### config.mk
export PLATFORM = sky130hd
export DESIGN_NAME = if_fetch_queue
export DESIGN_NICKNAME = d
export VERILOG_FILES = /design/src/rtl/if_fetch_queue.sv
export SDC_FILE = /design/constraint.sdc
export NUM_CORES = 1
export LEC_CHECK = 0
export CAP_MARGIN = 25
export CORE_UTILIZATION = 40
export DETAILED_ROUTE_END_ITERATION = 10
export GPL_TIMING_DRIVEN = 0
export PLACE_DENSITY_LB_ADDON = 0.1
export SETUP_SLACK_MARGIN = 0.5
export SKIP_CTS_REPAIR_TIMING = 1
export SYNTH_ARGS = -nofsm -noshare
export SYNTH_HDL_FRONTEND = slang
export SYNTH_SLANG_ARGS = --single-unit
### constraint.sdc
create_clock -name clk -period 3.1 [get_ports clk]
set_clock_uncertainty 0.15 [all_clocks]
set_input_delay 0.465 -clock clk [delete_from_list [all_inputs] [get_ports clk]]
set_output_delay 0.465 -clock clk [all_outputs]
set_load 0.02 [all_outputs]
### src/rtl/if_fetch_queue.sv
// Instruction-fetch stage: one word fetch per cycle into a DEPTH-entry prefetch FIFO,
// head presented to ID under valid/stall; redirect flushes the queue and drops the in-flight word.
module if_fetch_queue #(
  parameter int                ADDR_W   = 8,
  parameter int                DEPTH    = 4,
  parameter logic [ADDR_W-1:0] RESET_PC = '0
) (
  input  logic                     clk,
  input  logic                     rst_n,
  output logic [ADDR_W-1:0]        imem_addr,
  output logic                     imem_req,
  input  logic [31:0]              imem_data,
  input  logic                     redirect,
  input  logic [ADDR_W-1:0]        redirect_pc,
  input  logic                     stall,
  output logic                     if_valid,
  output logic [31:0]              if_inst,
  output logic [ADDR_W-1:0]        if_pc,
  output logic [ADDR_W-1:0]        if_pc1,
  output logic [3:0]               if_ins_number,
  output logic [$clog2(DEPTH):0]   occupancy
);

  localparam int              PTR_W   = $clog2(DEPTH);
  localparam int              CNT_W   = PTR_W + 1;
  localparam logic [CNT_W:0]  DEPTH_C = (CNT_W + 1)'(DEPTH);

  logic [ADDR_W-1:0] pc;
  logic              run;
  logic              inflight_v;
  logic [ADDR_W-1:0] inflight_pc;
  logic [ADDR_W-1:0] fifo_pc   [DEPTH];
  logic [31:0]       fifo_inst [DEPTH];
  logic [PTR_W-1:0]  rd_ptr;
  logic [PTR_W-1:0]  wr_ptr;
  logic [CNT_W-1:0]  count;

  logic [CNT_W:0]    credit;
  logic              issue;
  logic              push;
  logic              pop;

  // The in-flight fetch holds a reserved slot, so pops are never credited and the FIFO cannot overflow.
  assign credit    = {1'b0, count} + {{CNT_W{1'b0}}, inflight_v};
  assign issue     = run && (redirect || (credit < DEPTH_C));
  assign push      = inflight_v && !redirect;
  assign pop       = if_valid && !stall && !redirect;

  assign imem_addr = redirect ? redirect_pc : pc;
  assign imem_req  = issue;

  // Fetch issue stage / queue control
  always_ff @(posedge clk or negedge rst_n) begin
    if (!rst_n) begin
      pc         <= RESET_PC;
      run        <= 1'b0;
      inflight_v <= 1'b0;
      rd_ptr     <= '0;
      wr_ptr     <= '0;
      count      <= '0;
    end else begin
      run        <= 1'b1;
      inflight_v <= issue;
      if (issue) pc <= imem_addr + 1'b1;
      if (push) wr_ptr <= wr_ptr + 1'b1;
      if (redirect) begin
        rd_ptr <= wr_ptr;
        count  <= '0;
      end else begin
        if (pop) rd_ptr <= rd_ptr + 1'b1;
        case ({push, pop})
          2'b10:   count <= count + 1'b1;
          2'b01:   count <= count - 1'b1;
          default: count <= count;
        endcase
      end
    end
  end

  // Response capture stage: data path carries no reset
  always_ff @(posedge clk) begin
    if (issue) inflight_pc <= imem_addr;
    if (push) begin
      fifo_pc[wr_ptr]   <= inflight_pc;
      fifo_inst[wr_ptr] <= imem_data;
    end
  end

  assign if_valid      = (count != '0);
  assign if_inst       = if_valid ? fifo_inst[rd_ptr] : '0;
  assign if_pc         = if_valid ? fifo_pc[rd_ptr] : '0;
  assign if_pc1        = if_valid ? fifo_pc[rd_ptr] + 1'b1 : '0;
  assign if_ins_number = 4'(if_pc);
  assign occupancy     = count;

endmodule

==> results of run 1 <==
[kinds of logic (layout without fill, tap and decap cells)]
family / count (synthesis) / in the layout
AOI/OAI and AO/OA: 28 / 28
and+or+nand+nor: 90 / 91
adders and majority gates: 7 / 7
buffers and inverters: 30 / 211
xor gates and xnor gates: 9 / 9
other: 1 / 1
muxes: 49 / 49
DFF: 185 / 185
[stage by stage]
step                      instances  cell area [sq um]  setup TNS [ns]
after detailed placement        740               8980          -10.56
final                           810              10070               0
after global routing            810              10070               0
after floorplan                 399               7510               0
after CTS                       772               9529          -24.91
after global placement          736               8877          -46.58
[placed cells by master, fill, tap and decap left out, drive strengths merged, types with 2 or more instances in the layout]
cell type | netlist | final
a21oi | 5 | 5
a31oi | 3 | 3
and2 | 45 | 46
and4 | 2 | 2
buf | 13 | 87
clkbuf | 8 | 51
clkdlybuf4s50 | 0 | 48
clkinv | 0 | 5
dfrtp | 17 | 17
dlymetal6s2s | 0 | 10
edfxtp | 168 | 168
ha | 6 | 6
inv | 9 | 9
mux2 | 6 | 6
mux2i | 3 | 3
mux4 | 40 | 40
nand2 | 13 | 13
nand3 | 7 | 7
nand3b | 2 | 2
nor2 | 6 | 6
nor3 | 4 | 4
nor3b | 2 | 2
o21ai | 13 | 13
o31ai | 3 | 3
or4 | 3 | 3
xnor2 | 7 | 7
xor2 | 2 | 2
[state kept, by name, indices dropped and copies added (netlist names)]
| signal | flops |
|---|---|
| fifo_inst | 128 |
| fifo_pc | 32 |
| inflight_pc | 8 |
| inflight_v | 1 |
| occupancy | 3 |
| pc | 8 |
| rd_ptr | 2 |
| run | 1 |
| wr_ptr | 2 |
[layer usage]
metal,wire (microns),global-route usage
met1,7199,0.2193
met3,759,0.04696
met4,61,0.05263
met2,8108,0.2778
met5,0,0
[power groups by stage]
stage,sequential (mW),clock (mW),combinational (mW)
6_report,3.19,2.00,3.91
5_1_grt,3.21,2.15,4.16
4_1_cts,3.18,2.05,3.18
3_5_place_dp,3.23,0,3.17
3_3_place_gp,3.22,0,3.10
2_1_floorplan,3.20,0,1.90
[how the worst max path moves through the flow]
stage               cells past startpoint                       end
floorplan                               7  occupancy[2]$_DFFE_PN0P_
global placement                        7                  imem_req
detailed placement                      7                  imem_req
CTS                                     7                  imem_req
global route                            8                 if_pc1[6]
finish                                  7                  imem_req
[final cells by class]
| cell class | count | area, sq um |
|---|---|---|
| plain buffers | 21 | 214.0 |
| clock buffers | 26 | 510.5 |
| clock inverters | 6 | 38.79 |
| fillers | 1455 | 8078 |
| inverters | 9 | 37.54 |
| multi-input cells | 185 | 2031 |
| flip-flops and latches | 185 | 5475 |
| well taps | 229 | 286.5 |
| repair buffers | 149 | 1476 |
[worst register-to-register path, delay by kind of cell, from the launching register on]
family | cells | cell delay (ns)
buffers and inverters | 1 | 0.32
AO/OA/AOI/OAI | 2 | 0.31
AND/OR/NAND/NOR | 3 | 0.99
flip-flops | 1 | 0.45
adder cells (fa/ha/maj) | 1 | 0.41
==> results.sh, run 1 <==
export IMPL_dieHeight_microns=139.0
export IMPL_first_iter_violations=241
export IMPL_antenna_found_initial=0
export IMPL_endpoint_kind="output port"
export IMPL_grt_overflow=0
export IMPL_path_max_fanout=10
export IMPL_synth_top_family_by_area="multiplexers"
export IMPL_synth_nets=450
export IMPL_clk_pin_slew_ns=0.06
export IMPL_preCtsSetupSlack_ns=-0.7790
export IMPL_start_kind="primary input"
export IMPL_arrival_ns=2.37
export IMPL_hpwl_microns=10020
export IMPL_grt_pass1_vias=4208
export IMPL_syn_inst=399
export IMPL_dieArea_sq_um=19310
export IMPL_muxShareOfSynthArea=0.1355
export IMPL_diodes=0
export IMPL_drv_cap=0
export IMPL_cp_required_ns=2.48
export IMPL_drc=9
export IMPL_layout_nets=619
export IMPL_synthXorXnorAreaFrac=0.01050
export IMPL_r2r_slack_ns=0.39
export IMPL_syn_avg_cell_area_sq_um=18.81
export IMPL_p_leak_nw=3.710
export IMPL_drt_total_wl_microns=16130
export IMPL_slowest_stage="clkdlybuf4s50_1"
export IMPL_fin_ws_ns=0.1153
export IMPL_power_mw=9.091
export IMPL_switching_share=0.3133
export IMPL_peakVddDrop_mv=0.4210
export IMPL_layout_drive_gt1_share=0.4028
export IMPL_crit_path_max_incr_delay_ns=0.53
export IMPL_clockBufferDepth=2
export IMPL_final_max_slew_viol_count=0
export IMPL_fmax_mhz=335.0
export IMPL_fin_hold_ws_ns=0.3339
export IMPL_regToRegStartpoint="occupancy[1]$_DFFE_PN0P_"
export IMPL_gp_congestion=0.7692
export IMPL_cp_top_family="buffers and inverters"
export IMPL_worst_slew_margin_rel=0.4258
export IMPL_whs_endpoint="pc[6]$_DFFE_PN0P_"
export IMPL_grt_pass1_wl_microns=23880
export IMPL_power_switching_mw=2.849
export IMPL_hold_start="pc[6]$_DFFE_PN0P_"
export IMPL_cts_tree="built"
export IMPL_clk_latency_ns=0.42
export IMPL_firstDrtPassIters=8
export IMPL_failed_checks="DRC"
export IMPL_worstSetupPathType="in -> out"
export IMPL_synth_ff_type="edfxtp_1"
export IMPL_yosys_warnings=0
export IMPL_power_density_nw_per_um2=902.8
export IMPL_core_area_sq_um=18150
export IMPL_synth_compound_area_frac=0.02151
export IMPL_synthArstFlopShare=0.09189
export IMPL_yosys_area_share_simple=0.06986
export IMPL_cpMostUsedCell="clkbuf_4"
export IMPL_timing_hold_worst_class="reg -> reg"
export IMPL_cts_sinks=185
export IMPL_crit_start="redirect"
export IMPL_fin_crit_sh=0.9628
export IMPL_critPathBufInv=6
export IMPL_hold_depth=2
export IMPL_synth_commonest_cells="edfxtp_1, and2_1, mux4_2, dfrtp_1, nand2_1"
export IMPL_ys_types=40
export IMPL_fin_crit_ns=2.985
export IMPL_synthAdderAreaFrac=0.01267
export IMPL_synth_top_cell_by_area="edfxtp_1"
export IMPL_initial_utilization=0.4135
export IMPL_root_buffer="clkbuf_16"
export IMPL_hold_viol_final=0
export IMPL_row_count=49
export IMPL_setup_viol=0
export IMPL_die_width_microns=139.0
export IMPL_htreeDepth=4
export IMPL_ys_top_cells_by_area="edfxtp_1, mux4_2, dfrtp_1"
export IMPL_synth_most_common_cell="edfxtp_1"
export IMPL_vias=4158
export IMPL_status="finished, violations left"
export IMPL_path_cells="clkdlybuf4s50_1 -> clkbuf_4 -> clkbuf_4 -> o21ai_4 -> buf_4 -> clkinvlp_4 -> dlymetal6s2s_1"
export IMPL_area_growth_pct=34.18
export IMPL_grt_max_degree=24
export IMPL_power_frac_comb=0.430
export IMPL_p_int_mw=6.242
export IMPL_fin_util=0.5549
export IMPL_synth_edf_count=168
export IMPL_netlist_area_leader_share=0.6722
export IMPL_ys_ff_latch=185
export IMPL_place_port_buffers=108
export IMPL_clockPowerShare=0.220
export IMPL_wl_per_cell_microns=19.91
export IMPL_r2r_cells=7
export IMPL_globalRouteTotalUtil=0.1693
export IMPL_detail_route_antenna_nets=0
export IMPL_pwr_share_seq=0.350
export IMPL_numCtsBuffers=17
export IMPL_worst_r2r_endpoint="occupancy[2]$_DFFE_PN0P_"
export IMPL_ioPinCount=109
export IMPL_synth_area_sq_um=7505
export IMPL_grt_setup_unrepaired="true"
export IMPL_via_per_inst=5.133
export IMPL_tightest_slew_ns=0.8587
export IMPL_synth_seq_area_share=0.7289
(Power assumes the default switching activity.)
==> run 2, diff against run 1 <==
--- a/config.mk
+++ b/config.mk
@@ -6,6 +6,7 @@
 export NUM_CORES = 1
 export LEC_CHECK = 0
 export CAP_MARGIN = 25
+export CORE_ASPECT_RATIO = 0.5
 export CORE_UTILIZATION = 40
 export DETAILED_ROUTE_END_ITERATION = 10
 export GPL_TIMING_DRIVEN = 0
==> run 2 against run 1 <==
Effect of this change: the run now ends clean; utilization increased by 1.6 points; first-iteration DRC count decreased by 36%; register-to-register slack improved by 0.14 ns; critical path type is now reg -> out; critical endpoint is now if_pc1[2]; clock power increased by 13%.
==> results.sh, run 2 (synthesized netlist as in run 1, its figures left out) <==
export IMPL_worst_r2r_endpoint="occupancy[2]$_DFFE_PN0P_"
export IMPL_p_leak_nw=3.789
export IMPL_gp_congestion=0.7874
export IMPL_slowest_stage="mux4_2"
export IMPL_grt_pass1_wl_microns=22850
export IMPL_final_cell_count_no_fill=808
export IMPL_setup_viol=0
export IMPL_htreeDepth=4
export IMPL_diodes=0
export IMPL_power_mw=9.323
export IMPL_area_growth_pct=35.86
export IMPL_cts_sinks=185
export IMPL_fin_crit_sh=0.9463
export IMPL_firstDrtPassIters=4
export IMPL_worst_slew_margin_rel=0.4562
export IMPL_grt_max_degree=29
export IMPL_regToRegStartpoint="occupancy[1]$_DFFE_PN0P_"
export IMPL_status="finished, final reports clean"
export IMPL_numCtsBuffers=17
export IMPL_final_max_slew_viol_count=0
export IMPL_place_area_sq_um=8971
export IMPL_fin_ws_ns=0.1664
export IMPL_crit_path_max_incr_delay_ns=0.58
export IMPL_detail_route_antenna_nets=0
export IMPL_cts_tree="built"
export IMPL_arrival_ns=2.32
export IMPL_wl_per_cell_microns=18.70
export IMPL_worstSetupPathType="reg -> out"
export IMPL_r2r_cells=7
export IMPL_power_density_nw_per_um2=914.4
export IMPL_root_buffer="clkbuf_16"
export IMPL_first_iter_violations=154
export IMPL_dieHeight_microns=98.86
export IMPL_cp_required_ns=2.48
export IMPL_core_area_sq_um=17870
export IMPL_row_count=34
export IMPL_fin_util=0.5707
export IMPL_cpMostUsedCell="buf_4"
export IMPL_tightest_slew_ns=0.8131
export IMPL_endpoint_kind="output port"
export IMPL_layout_common_cells="edfxtp_1, buf_6, clkdlybuf4s50_1, mux4_2, and2_4"
export IMPL_hold_start="pc[7]$_DFFE_PN0P_"
export IMPL_design_area_sq_um=10200
export IMPL_multi_input_area_sq_um=2018
export IMPL_fin_crit_ns=2.934
export IMPL_ioPinCount=109
export IMPL_grt_setup_unrepaired="true"
export IMPL_fin_hold_ws_ns=0.3420
export IMPL_crit_start="rd_ptr[0]$_DFFE_PN0P_"
export IMPL_die_width_microns=195.7
export IMPL_path_cells="buf_6 -> buf_12 -> mux4_2 -> ha_4 -> buf_4 -> xnor2_2 -> nor2_1 -> buf_4"
export IMPL_layout_drive_gt1_share=0.3972
export IMPL_r2r_slack_ns=0.53
export IMPL_preCtsSetupSlack_ns=-0.7803
export IMPL_timing_hold_worst_class="reg -> reg"
export IMPL_top_regs="fifo_inst: 128 flops, fifo_pc: 32 flops"
export IMPL_regMostFlops="fifo_inst"
export IMPL_globalRouteTotalUtil=0.1601
export IMPL_hpwl_microns=9481
export IMPL_peakVddDrop_mv=0.4964
export IMPL_hold_viol_final=0
export IMPL_drt_total_wl_microns=15110
export IMPL_layout_nets=612
export IMPL_tns_ns=0
export IMPL_clk_pin_slew_ns=0.07
export IMPL_via_per_inst=5.027
export IMPL_whs_endpoint="pc[7]$_DFFE_PN0P_"
export IMPL_clockBufferDepth=2
export IMPL_drv_cap=0
export IMPL_layout_commonest_cell="edfxtp_1"
export IMPL_final_seq_area_sq_um=5473
export IMPL_fillers=1422
export IMPL_vias=4062
export IMPL_antenna_found_initial=0
export IMPL_dieArea_sq_um=19350
export IMPL_initial_utilization=0.4200
export IMPL_place_port_buffers=108
export IMPL_largest_reg_flops=128
export IMPL_fmax_mhz=340.9
export IMPL_grt_overflow=0
export IMPL_grt_pass1_vias=4160
export IMPL_path_max_fanout=6
export IMPL_start_kind="register"
export IMPL_drc=0
export IMPL_clk_latency_ns=0.42
export IMPL_numPlacedInstances=745
export IMPL_hold_depth=2
run 2: changes by cell type in the layout (fill, tap and decap cells not counted), sizes merged, moves of 2 or more:
| cell | previous run | this run |
|---|---|---|
| clkdlybuf4s50 | 48 | 46 |
| clkbuf | 51 | 33 |
| inv | 9 | 13 |
| clkinv | 5 | 2 |
| bufinv | 0 | 3 |
| buf | 87 | 90 |
| dlymetal6s2s | 10 | 15 |
run 2: where the power goes:
group | switching (mW) | internal (mW) | leakage (nW) | total (mW)
Sequential | 0.130 | 3.05 | 1.74 | 3.18
Clock | 0.944 | 1.31 | 0.297 | 2.26
Combinational | 1.77 | 2.11 | 1.75 | 3.88
run 2: how the worst max path moves through the flow:
stage                               end  slack (ns)  cells after the start
2_1_floorplan  occupancy[2]$_DFFE_PN0P_        0.54                      7
3_3_place_gp                   imem_req       -0.73                      7
3_5_place_dp                   imem_req       -0.78                      7
4_1_cts                        imem_req       -0.79                      7
5_1_grt                       if_pc1[2]        0.08                      8
6_report                      if_pc1[2]        0.17                      8
run 2: final cells by class:
class,count,share of cell area
Timing Repair Buffer,142,0.1504
Multi-Input combinational cell,185,0.1979
Inverter,9,0.003927
Clock inverter,11,0.01608
Tap cell,234,0.02872
Buffer,21,0.02197
Clock buffer,21,0.04418
Sequential cell,185,0.5368
run 2: critical path: cells and delay by family (launching register included):
kind,cells,cell delay (ns)
fa+ha+maj,1,0.20
flops,1,0.34
buf+inv,4,0.56
xor+xnor,1,0.12
simple gates,1,0.09
mux,1,0.58
run 2: metal layers:
layer,vias to the layer above,share of wire,track usage
met4,0,0.0036,0.04688
li1,1890,-,-
met3,4,0.038,0.03593
met5,-,0,0
met1,2089,0.47,0.2156
met2,79,0.49,0.2635
==> run 3, diff against run 2 <==
--- a/config.mk
+++ b/config.mk
@@ -11,7 +11,6 @@
 export DETAILED_ROUTE_END_ITERATION = 10
 export GPL_TIMING_DRIVEN = 0
 export PLACE_DENSITY_LB_ADDON = 0.1
-export SETUP_SLACK_MARGIN = 0.5
 export SKIP_CTS_REPAIR_TIMING = 1
 export SYNTH_ARGS = -nofsm -noshare
 export SYNTH_HDL_FRONTEND = slang
==> run 3 against run 2 <==
Effect of this change: global-route usage decreased by 0.11 points; clock-buffer cell count fell by 2; non-clock buffer count is 17 lower; cell area shrank 3.5%; sequential share of layout area rose by 1.9 points; utilization shrank 2.0 points; via count is 3.4% lower; register-to-register slack got worse by 0.12 ns; cell count is 2.2% lower; total power down 9.0%; highest routed layer unchanged.
==> results.sh, run 3 (synthesized netlist as in run 1, its figures left out) <==
export IMPL_die_width_microns=195.7
export IMPL_final_cell_count_no_fill=790
export IMPL_use_met1=0.2114
export IMPL_cpMostUsedCell="buf_6"
export IMPL_grt_util_met3=0.03970
export IMPL_worstSetupPathType="reg -> out"
export IMPL_slowest_stage="or4_1"
export IMPL_initial_utilization=0.4200
export IMPL_fillers=1464
export IMPL_path_cells="buf_6 -> buf_12 -> buf_4 -> mux4_2 -> or4_1 -> nand2_1 -> buf_6"
export IMPL_firstDrtPassIters=6
export IMPL_design_area_sq_um=9841
export IMPL_fin_hold_ws_ns=0.3409
export IMPL_power_mw=8.480
export IMPL_crit_path_max_incr_delay_ns=0.54
export IMPL_globalRouteTotalUtil=0.1589
export IMPL_worst_slew_margin_rel=0.4276
export IMPL_root_buffer="clkbuf_16"
export IMPL_cp_top_family="simple AND/OR/NAND/NOR gates"
export IMPL_crit_start="rd_ptr[0]$_DFFE_PN0P_"
export IMPL_layout_common_cells="edfxtp_1, clkdlybuf4s50_1, and2_1, dlymetal6s2s_1, mux4_2"
export IMPL_critPathBufInv=4
export IMPL_detail_route_antenna_nets=0
export IMPL_first_iter_violations=132
export IMPL_switching_share=0.3141
export IMPL_drv_cap=0
export IMPL_peakVddDrop_mv=0.3717
export IMPL_core_area_sq_um=17870
export IMPL_endpoint_kind="output port"
export IMPL_top_regs="fifo_inst: 128 flops, fifo_pc: 32 flops"
export IMPL_drt_total_wl_microns=14400
export IMPL_vias=3924
export IMPL_row_count=34
export IMPL_hold_viol_final=0
export IMPL_regToRegStartpoint="occupancy[1]$_DFFE_PN0P_"
export IMPL_hold_start="pc[6]$_DFFE_PN0P_"
export IMPL_grt_max_degree=28
export IMPL_clockPowerShare=0.247
export IMPL_regMostFlops="fifo_inst"
export IMPL_clk_pin_slew_ns=0.07
export IMPL_grt_pass1_wl_microns=22680
export IMPL_place_area_sq_um=8971
export IMPL_layout_drive_gt1_share=0.2230
export IMPL_fmax_mhz=334.5
export IMPL_fin_crit_sh=0.9644
export IMPL_grt_met2_usage=0.2613
export IMPL_power_density_nw_per_um2=861.8
export IMPL_pwr_share_seq=0.375
export IMPL_gp_congestion=0.7652
export IMPL_wl_per_cell_microns=18.23
export IMPL_antenna_found_initial=0
export IMPL_area_growth_pct=31.13
export IMPL_p_leak_nw=3.904
export IMPL_layout_commonest_cell="edfxtp_1"
export IMPL_numPlacedInstances=745
export IMPL_grt_pass1_vias=4127
export IMPL_clockBufferDepth=2
export IMPL_drc=0
export IMPL_largest_reg_flops=128
export IMPL_hpwl_microns=9384
export IMPL_htreeDepth=4
export IMPL_tns_ns=0
export IMPL_place_port_buffers=108
export IMPL_grt_overflow=0
export IMPL_final_max_slew_viol_count=0
export IMPL_p_int_mw=5.816
export IMPL_cts_tree="built"
export IMPL_path_max_fanout=6
export IMPL_status="finished, final reports clean"
export IMPL_setup_viol=0
export IMPL_fin_crit_ns=2.990
export IMPL_clk_latency_ns=0.42
export IMPL_cts_sinks=185
export IMPL_via_per_inst=4.967
export IMPL_layout_nets=594
export IMPL_numCtsBuffers=17
export IMPL_dieHeight_microns=98.86
export IMPL_busiest_layer="met2"
export IMPL_tightest_slew_ns=0.8559
export IMPL_arrival_ns=2.37
export IMPL_ioPinCount=109
export IMPL_diodes=0
export IMPL_timing_hold_worst_class="reg -> reg"
export IMPL_power_frac_comb=0.379
export IMPL_cp_required_ns=2.48
export IMPL_power_switching_mw=2.664
export IMPL_start_kind="register"
export IMPL_dieArea_sq_um=19350
[run 3: layout make-up]
type / instances / area (sq um) / area share
plain buffers: 21 / 173.9 / 0.01767
clock inverters: 13 / 133.9 / 0.01360
well taps: 234 / 292.8 / 0.02975
multi-input cells: 184 / 1913 / 0.1944
flip-flops and latches: 185 / 5473 / 0.5561
clock buffers: 19 / 432.9 / 0.04399
inverters: 9 / 37.54 / 0.003814
repair buffers: 125 / 1384 / 0.1406
[run 3: power by group through the flow]
stage / Sequential [mW] / Clock [mW] / Combinational (mW)
finish: 3.18 / 2.09 / 3.21
global route: 3.21 / 2.25 / 3.47
CTS: 3.17 / 2.14 / 3.12
detailed placement: 3.22 / 0 / 3.12
global placement: 3.23 / 0 / 3.07
floorplan: 3.20 / 0 / 1.90
[run 3: per-layer routing]
layer | share of wire | vias to the layer above
li1 | - | 1853
met1 | 0.48 | 2001
met2 | 0.48 | 60
met3 | 0.028 | 10
met4 | 0.0078 | 0
met5 | 0 | -
[run 3: worst register-to-register path, delay by kind of cell, from the launching register on]
family	cells	cell delay, ns
AND/OR/NAND/NOR	3	0.99
flip-flops	1	0.46
adder cells (fa/ha/maj)	1	0.38
buffers and inverters	1	0.33
AO/OA/AOI/OAI	2	0.30
[run 3: per-stage QoR]
stage,utilization,worst slack (ns)
2_1_floorplan,-,0.4519
3_3_place_gp,0.4969,-1.051
3_5_place_dp,0.5021,-0.7435
4_1_cts,0.5338,-0.7574
5_1_grt,0.5508,-0.01942
6_report,0.5508,0.1105
[run 3: final timing paths]
path	end	slack, ns	cells past startpoint
max reg2reg	occupancy[2]$_DFFE_PN0P_	0.41	7
max	if_pc1[6]	0.11	7
min in group asynchronous	occupancy[0]$_DFFE_PN0P_	0.38	1
max in group asynchronous	rd_ptr[1]$_DFFE_PN0P_	1.83	1
min	pc[6]$_DFFE_PN0P_	0.34	2
min reg2reg	pc[6]$_DFFE_PN0P_	0.34	2
